<file path="config.mk">
export PLATFORM = sky130hd
export DESIGN_NAME = fetch_queue
export DESIGN_NICKNAME = d
export VERILOG_FILES = /design/src/rtl/fetch_queue.sv
export SDC_FILE = /design/constraint.sdc
export NUM_CORES = 1
export LEC_CHECK = 0
export BUFFER_PORTS_ARGS = -buffer_cell sky130_fd_sc_hd__clkbuf_2
export CAP_MARGIN = 20
export CORE_MARGIN = 3
export CORE_UTILIZATION = 50
export CTS_BUF_LIST = sky130_fd_sc_hd__clkbuf_16
export DETAILED_ROUTE_END_ITERATION = 10
export GPL_ROUTABILITY_DRIVEN = 0
export PLACE_DENSITY = 0.71
export SYNTH_ARGS = -nofsm -noshare
export SYNTH_HDL_FRONTEND = slang
export SYNTH_SLANG_ARGS = --single-unit
</file>
<file path="constraint.sdc">
create_clock -name clk -period 4.2 [get_ports clk]
set_clock_uncertainty 0.1 [all_clocks]
set_input_delay 0.42 -clock clk [delete_from_list [all_inputs] [get_ports clk]]
set_output_delay 0.42 -clock clk [all_outputs]
set_load 0.01 [all_outputs]
</file>
<file path="src/rtl/fetch_queue.sv">
// Instruction fetch queue: circular FIFO of {pc+4, inst} pairs between fetch and decode.
// Define FETCHQ_BYPASS_EN to pass a fetched pair straight through an empty queue.
module fetch_queue #(
    parameter int DEPTH = 4,
    localparam int CW = $clog2(DEPTH) + 1
) (
    input  logic          clk,
    input  logic          reset,
    input  logic          in_valid,
    input  logic [31:0]   in_pcp4,
    input  logic [31:0]   in_inst,
    output logic          in_ready,
    input  logic          flush,
    output logic          out_valid,
    output logic [31:0]   out_pcp4,
    output logic [31:0]   out_inst,
    input  logic          out_ready,
    output logic [CW-1:0] count
);

    localparam int AW = $clog2(DEPTH);

    logic [63:0]   mem_q [DEPTH];
    logic [63:0]   mem_d [DEPTH];
    logic [AW-1:0] wp_q, wp_d;
    logic [AW-1:0] rp_q, rp_d;
    logic [CW-1:0] count_q, count_d;

    logic        empty;
    logic        byp;
    logic        push;
    logic        pop;
    logic        wr;
    logic        rd;
    logic [63:0] head;

    always_comb begin
        empty    = (count_q == '0);
        in_ready = (count_q != CW'(DEPTH));
        head     = mem_q[rp_q];
`ifdef FETCHQ_BYPASS_EN
        byp = empty & in_valid & ~flush;
`else
        byp = 1'b0;
`endif
        out_valid = ~empty | byp;
        out_pcp4  = 32'h0;
        out_inst  = 32'h0;
        if (byp) begin
            out_pcp4 = in_pcp4;
            out_inst = in_inst;
        end else if (!empty) begin
            out_pcp4 = head[63:32];
            out_inst = head[31:0];
        end
        push = in_valid & in_ready & ~flush;
        pop  = out_valid & out_ready & ~flush;
        // A bypassed pair that decode takes never touches the array
        wr   = push & ~(byp & out_ready);
        rd   = pop & ~byp;
        count = count_q;
    end

    always_comb begin
        mem_d   = mem_q;
        wp_d    = wp_q;
        rp_d    = rp_q;
        count_d = count_q;
        if (wr) begin
            mem_d[wp_q] = {in_pcp4, in_inst};
            wp_d        = wp_q + 1'b1;
        end
        if (rd) begin
            rp_d = rp_q + 1'b1;
        end
        case ({wr, rd})
            2'b10:   count_d = count_q + 1'b1;
            2'b01:   count_d = count_q - 1'b1;
            default: count_d = count_q;
        endcase
        if (flush) begin
            wp_d    = '0;
            rp_d    = '0;
            count_d = '0;
        end
    end

    always_ff @(posedge clk) begin
        if (reset) begin
            wp_q    <= '0;
            rp_q    <= '0;
            count_q <= '0;
        end else begin
            wp_q    <= wp_d;
            rp_q    <= rp_d;
            count_q <= count_d;
        end
    end

    // Storage needs no reset; occupancy alone decides what is visible
    always_ff @(posedge clk) begin
        mem_q <= mem_d;
    end

endmodule
</file>
==> results of run 1 <==
registers in the layout, summed over array words and instances (netlist names):
name,flops
mem_q,256
rp_q,2
wp_q,2
count,3
path summary, 6_finish.rpt:
path | end | slack (ps) | start | cells after the start
max | out_pcp4[21] | 1130 | rp_q[0]$_SDFFE_PP0P_ | 4
min | mem_q[76]$_DFFE_PP_ | 20 | in_inst[12] | 1
max reg2reg | count[2]$_SDFFE_PP0P_ | 1530 | count[2]$_SDFFE_PP0P_ | 9
min reg2reg | wp_q[1]$_SDFFE_PP0P_ | 470 | wp_q[1]$_SDFFE_PP0P_ | 2
cells by family (layout without fill, tap and decap cells):
family,count (synthesis),after routing,share of synthesized area
buffers and inverters,29,199,0.01561
and+or+nand+nor,83,83,0.05004
other,0,1,0
DFF,263,263,0.7749
adders and majority gates,6,6,0.008175
xor gates and xnor gates,4,4,0.003468
muxes,64,64,0.1427
AOI/OAI and AO/OA,8,8,0.005078
critical path, stage by stage (launching register included):
cell      delay [ps]
dfxtp_4          740
buf_12           380
mux4_2           570
and2_1           190
clkbuf_2         130
power breakdown:
group / internal (uW) / switching [uW]
Combinational: 88.4 / 105
Clock: 1410 / 931
Sequential: 2920 / 10.8
Total: 4410 / 1050
cells in the mapped netlist:
library cell / instances
edfxtp_1: 256
and2_1: 64
mux4_2: 64
buf_2: 9
clkbuf_1: 9
dfxtp_1: 7
nor2_1: 7
inv_1: 6
buf_6: 5
ha_1: 5
and3_1: 4
xor2_1: 4
a21oi_1: 3
o31ai_1: 2
or3_1: 2
a21o_1: 1
and2_4: 1
fa_1: 1
nand3_1: 1
nand4_1: 1
nor2b_1: 1
o21ai_0: 1
o311ai_0: 1
or2_2: 1
or3b_1: 1
cell type report:
| cell class | count | area, um^2 |
|---|---|---|
| Antenna cell | 1 | 2.502 |
| Sequential cell | 263 | 7835 |
| Fill cell | 1454 | 7664 |
| Inverter | 6 | 22.52 |
| Clock inverter | 21 | 200.2 |
| Multi-Input combinational cell | 165 | 2137 |
| Tap cell | 265 | 331.6 |
| Clock buffer | 27 | 675.6 |
| Timing Repair Buffer | 145 | 785.8 |
per-stage QoR:
stage | area, um^2 | hold WS (ps) | cells | setup slack (ps)
global route | 11990 | 4.644 | 892 | 936.0
global placement | 11030 | 412.5 | 837 | 1587
finish | 11990 | 17.64 | 893 | 1126
detailed placement | 11050 | 455.9 | 838 | 1574
CTS | 11990 | 1.349 | 892 | 1020
floorplan | 10100 | 405.9 | 457 | 1338
per-layer routing:
layer  share of wire  track usage
met5         0.00070            0
met2            0.49       0.2855
met3           0.070      0.03961
met4           0.020      0.04573
met1            0.42       0.2304
cell usage in the layout, fill, tap and decap left out, drive strengths merged, types with 2 or more instances in the layout:
master	count
clkinv	13
and3	4
clkbuf	164
ha	5
nor2	7
mux4	64
dfxtp	7
edfxtp	256
buf	2
dlygate4sd3	6
o31ai	2
xor2	4
bufinv	4
or3	2
and2	65
inv	10
a21oi	3
==> metrics, run 1 <==
Post-CTS Hold Fix Bufs=6; period utilisation layout=0.7319; Cell Rows=a little over 50; drt drc=0; initial antenna violation count=2; nets@finish=682; Synth area leader=edfxtp_1; nature of the critical path startpoint=register; Vias=slightly below 5000; status=complete, no violations; post_cts resized=0; Antenna Nets Post-Route=0; Setup violations, final=0; port buffer count=about 140; final hold vios=0; root buf cell=clkbuf_16; vias per inst=~5.5; max-cap viol count=0; CP Capture Type=primary output; RSZ-0062 raised after global routing=false; Starting Density=0.5139; Seq/Total Area, Yosys=0.7749; Setup Crit Path Kind=reg -> out; crit-path max FO=39; largest net degree at the start of global routing=66; Pwr Density=455.3 nW/um^2; Crit path arrival time=approximately 2600 ps; Mapped Area=roughly 10000 um^2; Post-Syn Area per Cell=approximately 22 um^2; drt first-iter violations=290; post-synth cell types=25; CTS tree=yes; TNS Setup=0 ps; Post CTS Setup Buffer Count=0; area grow syn2layout=18.70%; cells after synthesis=~460; Worst Hold Class=in -> reg; Power Total=5459 uW; H-tree Lvls=1; fmax=around 330 MHz; CP required=between 3000 and 4000 ps; flops & latches, synth=263; dpl hpwl=10.51 mm; Max Root-Sink Buffers=3; Num Clock Sinks=roughly 260; first-pass GRT wire length=just under 30 mm; layout cells sized above 1=0.3987; Slew Viols, Final=0; vias in the first global route=around 5400; top cell type's share of synthesized area=0.7611; Final Critical Period=3074 ps; Core Area=just under 20000 um^2; grt total ovfl=0; DIE AREA=about 22000 um^2; P_leak=between 0.004 and 0.005 uW; Yosys warnings=0; syn_nets=532; Synth area leaders=edfxtp_1, mux4_2, and2_1, dfxtp_1, ha_1; mean routed wirelength per cell=20.75 um; Routed WL=around 19 mm; Ports=138; die width=roughly 150 um; CTS clk-pin slew, worst paths=approximately 60 ps; Worst Tran Pin Value=1039 ps; Slew headroom=0.3074; gr usage total=0.1707; worst-skew pair later-pin latency=520 ps; worst vdd ir=350.8 uV; utilization after layout=0.6101; DRT Pass-1 Iters=4; CTS Buf Count=26; DIE HEIGHT=around 150 um
(Power assumes the default switching activity.)
==> run 2, diff against run 1 <==
==> constraint.sdc (replaced) <==
create_clock -name clk -period 3.1 [get_ports clk]
set_clock_uncertainty 0.1 [all_clocks]
set_input_delay 0.31 -clock clk [delete_from_list [all_inputs] [get_ports clk]]
set_output_delay 0.31 -clock clk [all_outputs]
set_load 0.01 [all_outputs]
==> run 2 against run 1 <==
Effect of this change: final cell count rose by 7.5%; design area is 5.3% higher; critical path depth stayed put; critical endpoint is now out_inst[10]; global-route usage up 0.92 points; highest routed layer is now met4; utilization is 3.2 points higher; flip-flop and latch count stayed put; routed wire length rose by 3.4%; die area unchanged; combinational power up 71%; clock power is 21% higher.
==> metrics, run 2 (synthesis results as in run 1) <==
status=complete, no violations (unchanged); RSZ-0062 raised after global routing=false (unchanged); worst vdd ir=392.6 uV (was 350.8 uV); worst-skew pair later-pin latency=500 ps (was 520 ps); Vias=5097 (was 4899); initial antenna violation count=0 (was 2); dpl hpwl=11.55 mm (was 10.51 mm); Worst Tran Pin Value=514.1 ps (was 1039 ps); Reg with most FFs=mem_q (unchanged); largest net degree at the start of global routing=43 (was 66); Crit path arrival time=2300 ps (was 2550 ps); Switch Pwr=1357 uW (was 1046 uW); Worst Hold Class=in -> reg (unchanged); crit-path max FO=18 (was 39); fmax=about 370 MHz; Setup violations, final=0 (unchanged); vias in the first global route=5638 (was 5360); Antenna Nets Post-Route=0 (unchanged); Cell Rows=51 (unchanged); grt total ovfl=0 (unchanged); P_leak=0.004381 uW (was 0.004098 uW); CP Capture Type=primary output (unchanged); Pwr Density=563.7 nW/um^2 (was 455.3 nW/um^2); drt first-iter violations=301 (was 290); gr usage total=0.1799 (was 0.1707); mean routed wirelength per cell=19.96 um (was 20.75 um); vias per inst=5.309 (was 5.486); period utilisation layout=0.8740; Routed WL=19.16 mm (was 18.53 mm); root buf cell=clkbuf_16 (unchanged); Reg power frac=0.557 (was 0.536); DRT Pass-1 Iters=4 (unchanged); layout cells sized above 1=0.3602 (was 0.3987); CP required=2690 ps (was 3680 ps); Final Critical Period=~2700 ps; Sw Ratio=0.1907 (was 0.1917); utilization after layout=0.6425 (was 0.6101); Fillers=1404 (was 1454); Slew headroom=0.6573 (was 0.3074); CTS clk-pin slew, worst paths=60 ps (about the same); most frequent cells in the layout=edfxtp_1, clkbuf_2, dlygate4sd3_1 (was edfxtp_1, clkbuf_2, mux4_2, and2_1, clkbuf_16); TNS Setup=0 ps (unchanged); Setup Crit Path Kind=reg -> out (unchanged); DIE HEIGHT=148.1 um (unchanged); Slew Viols, Final=0 (unchanged); max-cap viol count=0 (unchanged); nets@finish=752 (was 682); Comb pwr share=0.046 (was 0.035); Clock Power Share=0.396 (was 0.428); CTS Buf Count=27 (was 26); area grow syn2layout=25.02% (was 18.70%); die width=148.1 um (unchanged); most common cell after layout, fill and taps aside=edfxtp_1 (unchanged); Num Clock Sinks=263 (unchanged); Int Power=5762 uW (was 4413 uW); max FFs per register=256 (unchanged); DIE AREA=21940 um^2 (unchanged); Starting Density=0.5139 (unchanged); final hold vios=0 (unchanged); nature of the critical path startpoint=register (unchanged); CTS tree=yes (unchanged); Max Root-Sink Buffers=3 (unchanged); Core Area=19650 um^2 (unchanged); port buffer count=137 (unchanged); H-tree Lvls=1 (unchanged); drt drc=0 (unchanged); first-pass GRT wire length=30.86 mm (was 29.06 mm); Ports=138 (unchanged)
run 2: worst paths after layout:
path	from	end	slack [ps]	cells after the start
min	flush	wp_q[1]$_SDFFE_PP0P_	70	4
max reg2reg	count[2]$_SDFFE_PP0P_	count[2]$_SDFFE_PP0P_	500	9
min reg2reg	wp_q[1]$_SDFFE_PP0P_	wp_q[1]$_SDFFE_PP0P_	470	2
max	rp_q[0]$_SDFFE_PP0P_	out_inst[10]	390	4
run 2: power by group through the flow:
stage	registers, uW	clock network [uW]	logic (uW)
2_1_floorplan	4040	0	125
3_3_place_gp	4040	0	250
3_5_place_dp	4040	0	265
4_1_cts	3970	2890	334
5_1_grt	3970	3040	360
6_report	3970	2820	330
run 2: per-stage QoR:
step | total power [uW] | hold WS, ps | worst slack [ps] | cell area (um^2) | instances
finish | 7119 | 66.19 | 390.5 | 12630 | 960
global route | 7368 | 73.71 | 197.8 | 12630 | 959
CTS | 7190 | 36.23 | 315.3 | 12630 | 959
detailed placement | 4308 | 430.1 | 527.8 | 11200 | 848
global placement | 4288 | 405.5 | 670.7 | 11180 | 847
floorplan | 4167 | 308.9 | 241.5 | 10100 | 457
run 2: metal layers:
layer | vias up | track usage | part of all wire
met4 | 0 | 0.03372 | 0.015
met2 | 151 | 0.3071 | 0.51
met3 | 21 | 0.03870 | 0.055
met5 | - | 0 | 0
li1 | 2299 | - | -
met1 | 2626 | 0.2457 | 0.42
run 2: worst max-delay path, stage by stage, from the launching register on:
cell and delay (ps):
dfxtp_4 610, buf_4 330, mux4_2 530, and2_1 180, clkbuf_2 130
run 2: final cells by class:
class                   instances  area (um^2)  share of cell area
inverters                       6        22.52            0.001783
multi-input cells             165         2137              0.1692
clock inverters                19        97.59            0.007728
flip-flops and latches        263         7835              0.6204
clock buffers                  27        675.6             0.05350
well taps                     265        331.6             0.02626
repair buffers                214         1526              0.1209
diodes                          1        2.502           0.0001982
run 2: repair_timing:
| item | 4_1_cts | 5_1_grt |
|---|---|---|
| endpoints found under the setup margin | 0 | 0 |
| hold buffers | 65 | 0 |
| gates resized for setup | 0 | 0 |
| setup buffers | 0 | 0 |
| hold endpoints to repair | 257 | 0 |
==> run 3, diff against run 2 <==
--- a/config.mk
+++ b/config.mk
@@ -5,14 +5,14 @@
 export SDC_FILE = /design/constraint.sdc
 export NUM_CORES = 1
 export LEC_CHECK = 0
+export ABC_AREA = 1
 export BUFFER_PORTS_ARGS = -buffer_cell sky130_fd_sc_hd__clkbuf_2
 export CAP_MARGIN = 20
 export CORE_MARGIN = 3
-export CORE_UTILIZATION = 50
+export CORE_UTILIZATION = 40
 export CTS_BUF_LIST = sky130_fd_sc_hd__clkbuf_16
 export DETAILED_ROUTE_END_ITERATION = 10
 export GPL_ROUTABILITY_DRIVEN = 0
-export PLACE_DENSITY = 0.71
 export SYNTH_ARGS = -nofsm -noshare
 export SYNTH_HDL_FRONTEND = slang
 export SYNTH_SLANG_ARGS = --single-unit
==> run 3 against run 2 <==
Effect of this change: synthesized cell count rose by 80%; final cell count increased by 43%; sequential power about the same; global-route usage shrank 1.9 points.
==> metrics, run 3 <==
port buffer count=137 (unchanged); Mapped Area=10360 um^2 (was 10100 um^2); Yosys warnings=0 (unchanged); count leader, synth=nor2_1 (was edfxtp_1); Synth area leaders=edfxtp_1, nor2_1, o21ai_1, a21oi_1, o21ai_0 (was edfxtp_1, mux4_2, and2_1, dfxtp_1, ha_1); Starting Density=0.4092 (was 0.5139); cells after synthesis=824 (was 457); layout cells sized above 1=0.1937 (was 0.3602); Worst Tran Pin Value=887.9 ps (was 514.1 ps); Largest stage delay, worst path=460 ps (was 610 ps); Antenna Nets Post-Route=0 (unchanged); first-pass GRT wire length=36.18 mm (was 30.86 mm); final hold vios=0 (unchanged); Seq. cell area=7833 um^2 (was 7835 um^2); dpl hpwl=12.10 mm (was 11.55 mm); area grow syn2layout=24.68% (was 25.02%); CP required=2690 ps (about the same); largest net degree at the start of global routing=132 (was 43); max FFs per register=256 (unchanged); Seq/Total Area, Yosys=0.7553 (was 0.7749); Core Area=25330 um^2 (was 19650 um^2); status=complete, no violations (unchanged); flops & latches, synth=263 (unchanged); DIE AREA=27880 um^2 (was 21940 um^2); Routed WL=22.79 mm (was 19.16 mm); most used cell, CP=nor2_1; mean routed wirelength per cell=16.60 um (was 19.96 um); gr usage total=0.1608 (was 0.1799); P_leak=0.004721 uW (was 0.004381 uW); CP Capture Type=primary output (unchanged); top cell type's share of synthesized area=0.7418 (was 0.7611); H-tree Lvls=1 (unchanged); number of synthesized flops with an enable pin=256 (unchanged); initial antenna violation count=0 (unchanged); Slew Viols, Final=0 (unchanged); period utilisation layout=0.8270 (was 0.8740); worst-skew pair later-pin latency=520 ps (was 500 ps); Synth area leader=edfxtp_1 (unchanged); max-cap viol count=0 (unchanged); multi-input logic area=2196 um^2 (was 2137 um^2); TNS Setup=0 ps (unchanged); Vias=6740 (was 5097); drt drc=0 (unchanged); DRT Pass-1 Iters=5 (was 4); Reg power frac=0.531 (was 0.557); Cell Rows=58 (was 51); vias in the first global route=6666 (was 5638); most common cell after layout, fill and taps aside=nor2_1 (was edfxtp_1); Setup Crit Path Kind=reg -> out (unchanged); crit-path max FO=131 (was 18); CTS Buf Count=27 (unchanged); Num Clock Sinks=263 (unchanged); worst vdd ir=454.9 uV (was 392.6 uV); root buf cell=clkbuf_16 (unchanged); Main synth FF type=edfxtp_1 (unchanged); most frequent cells in the layout=nor2_1, edfxtp_1, clkbuf_2 (was edfxtp_1, clkbuf_2, dlygate4sd3_1); Fillers=2174 (was 1404); CP max stage cell=buf_12 (was dfxtp_4); PnR worst setup slack=536.4 ps (was 390.5 ps); Finished Cell Area=12920 um^2 (was 12630 um^2); post_cts resized=0 (unchanged); grt total ovfl=0 (unchanged); Int Power=5947 uW (was 5762 uW); Async SR Flop Fraction=0 (unchanged); fmax=390.1 MHz (was 369.1 MHz); drt first-iter violations=389 (was 301); post-synth cell types=17 (was 25); Slew headroom=0.4081 (was 0.6573); Comb pwr share=0.052 (was 0.046); area of placed instances=11410 um^2 (was 11200 um^2); Switch Pwr=1528 uW (was 1357 uW); Final Critical Period=2564 ps (was 2710 ps); Ports=138 (unchanged); # diodes=0 (was 1); die width=167.0 um (was 148.1 um); CTS tree=yes (unchanged); syn_nets=899 (was 532); Worst Hold Class=in -> reg (unchanged); Setup violations, final=0 (unchanged); Clock Power Share=0.417 (was 0.396); WHS=35.44 ps (was 66.19 ps); DP Worst Slack=902.0 ps (was 527.8 ps); Max Root-Sink Buffers=3 (unchanged); Crit path arrival time=2150 ps (was 2300 ps); Post-Syn Area per Cell=12.58 um^2 (was 22.10 um^2); CTS clk-pin slew, worst paths=60 ps (about the same); Sw Ratio=0.2044 (was 0.1907); vias per inst=4.909 (was 5.309); DIE HEIGHT=167.0 um (was 148.1 um); RSZ-0062 raised after global routing=false (unchanged); critical-path cell list=buf_12, nor2_1, nor2_1, o21ai_1, a21oi_1, clkbuf_2 (was buf_4, mux4_2, and2_1, clkbuf_2); nets@finish=1097 (was 752); synth cell count leaders=nor2_1, edfxtp_1, o21ai_1, a21oi_1, o21ai_0 (was edfxtp_1, and2_1, mux4_2, buf_2, clkbuf_1); nature of the critical path startpoint=register (unchanged); Reg with most FFs=mem_q (unchanged); Pwr Density=578.5 nW/um^2 (was 563.7 nW/um^2)
==> run 3: changes by cell type after synthesis, moves of 15 or more <==
cell and change:
a21oi_1 +66, and2_1 -64, mux4_2 -64, nand2_1 +15, nor2_1 +261, o21ai_0 +42, o21ai_1 +87
==> run 3: worst max-delay path: cells and delay by family, from the launching register on <==
| family | cells | cell delay (ps) |
|---|---|---|
| compound gates | 2 | 380 |
| buf+inv | 2 | 660 |
| flops | 1 | 370 |
| simple gates | 2 | 200 |
==> run 3: final cells by class <==
type / count / share of cell area
flip-flops and latches: 263 / 0.6062
multi-input cells: 493 / 0.1699
repair buffers: 218 / 0.1195
clock buffers: 27 / 0.05229
well taps: 330 / 0.03196
clock inverters: 23 / 0.01443
inverters: 19 / 0.005713
==> run 3: power groups by stage <==
stage | combinational, uW | sequential, uW | clock, uW
2_1_floorplan | 152 | 4050 | 0
3_3_place_gp | 322 | 4040 | 0
3_5_place_dp | 327 | 4040 | 0
4_1_cts | 397 | 3970 | 3200
5_1_grt | 432 | 3970 | 3380
6_report | 389 | 3970 | 3120
==> run 3: logic make-up after synthesis <==
| group | after synthesis | synth area share |
|---|---|---|
| adder cells (fa/ha/maj) | 6 | 0.007968 |
| AO/OA/AOI/OAI | 199 | 0.09610 |
| flip-flops | 263 | 0.7553 |
| buffers and inverters | 68 | 0.03574 |
| AND/OR/NAND/NOR | 288 | 0.1049 |
==> run 3: final timing paths <==
check | startpoint | end | slack (ps) | cells after the start
setup / recovery | rp_q[0]$_SDFFE_PP0P_ | out_inst[4] | 540 | 6
hold / removal | flush | count[2]$_SDFFE_PP0P_ | 40 | 4
setup reg to reg | count[1]$_SDFFE_PP0P_ | count[2]$_SDFFE_PP0P_ | 860 | 11
hold reg to reg | wp_q[1]$_SDFFE_PP0P_ | wp_q[1]$_SDFFE_PP0P_ | 400 | 2
==> run 3: stage by stage <==
stage | std cells | power, uW | util
detailed placement | 1258 | 4369 | 0.4505
floorplan | 824 | 4199 | -
finish | 1373 | 7475 | 0.5102
global route | 1373 | 7776 | 0.5102
global placement | 1258 | 4362 | 0.4505
CTS | 1373 | 7567 | 0.5102
==> run 3: per-layer routing <==
layer,wire [um],vias to the layer above,share of wire,global-route usage
li1,-,3304,-,-
met1,9902,3273,0.43,0.2106
met2,11580,138,0.51,0.2856
met3,959,25,0.042,0.02658
met4,345,0,0.015,0.03121
met5,0,-,0,0
==> run 3: timing repair <==
action | CTS | global route
setup buffers | 0 | 0
hold buffers | 65 | 0
endpoints found under the hold margin | 260 | 0
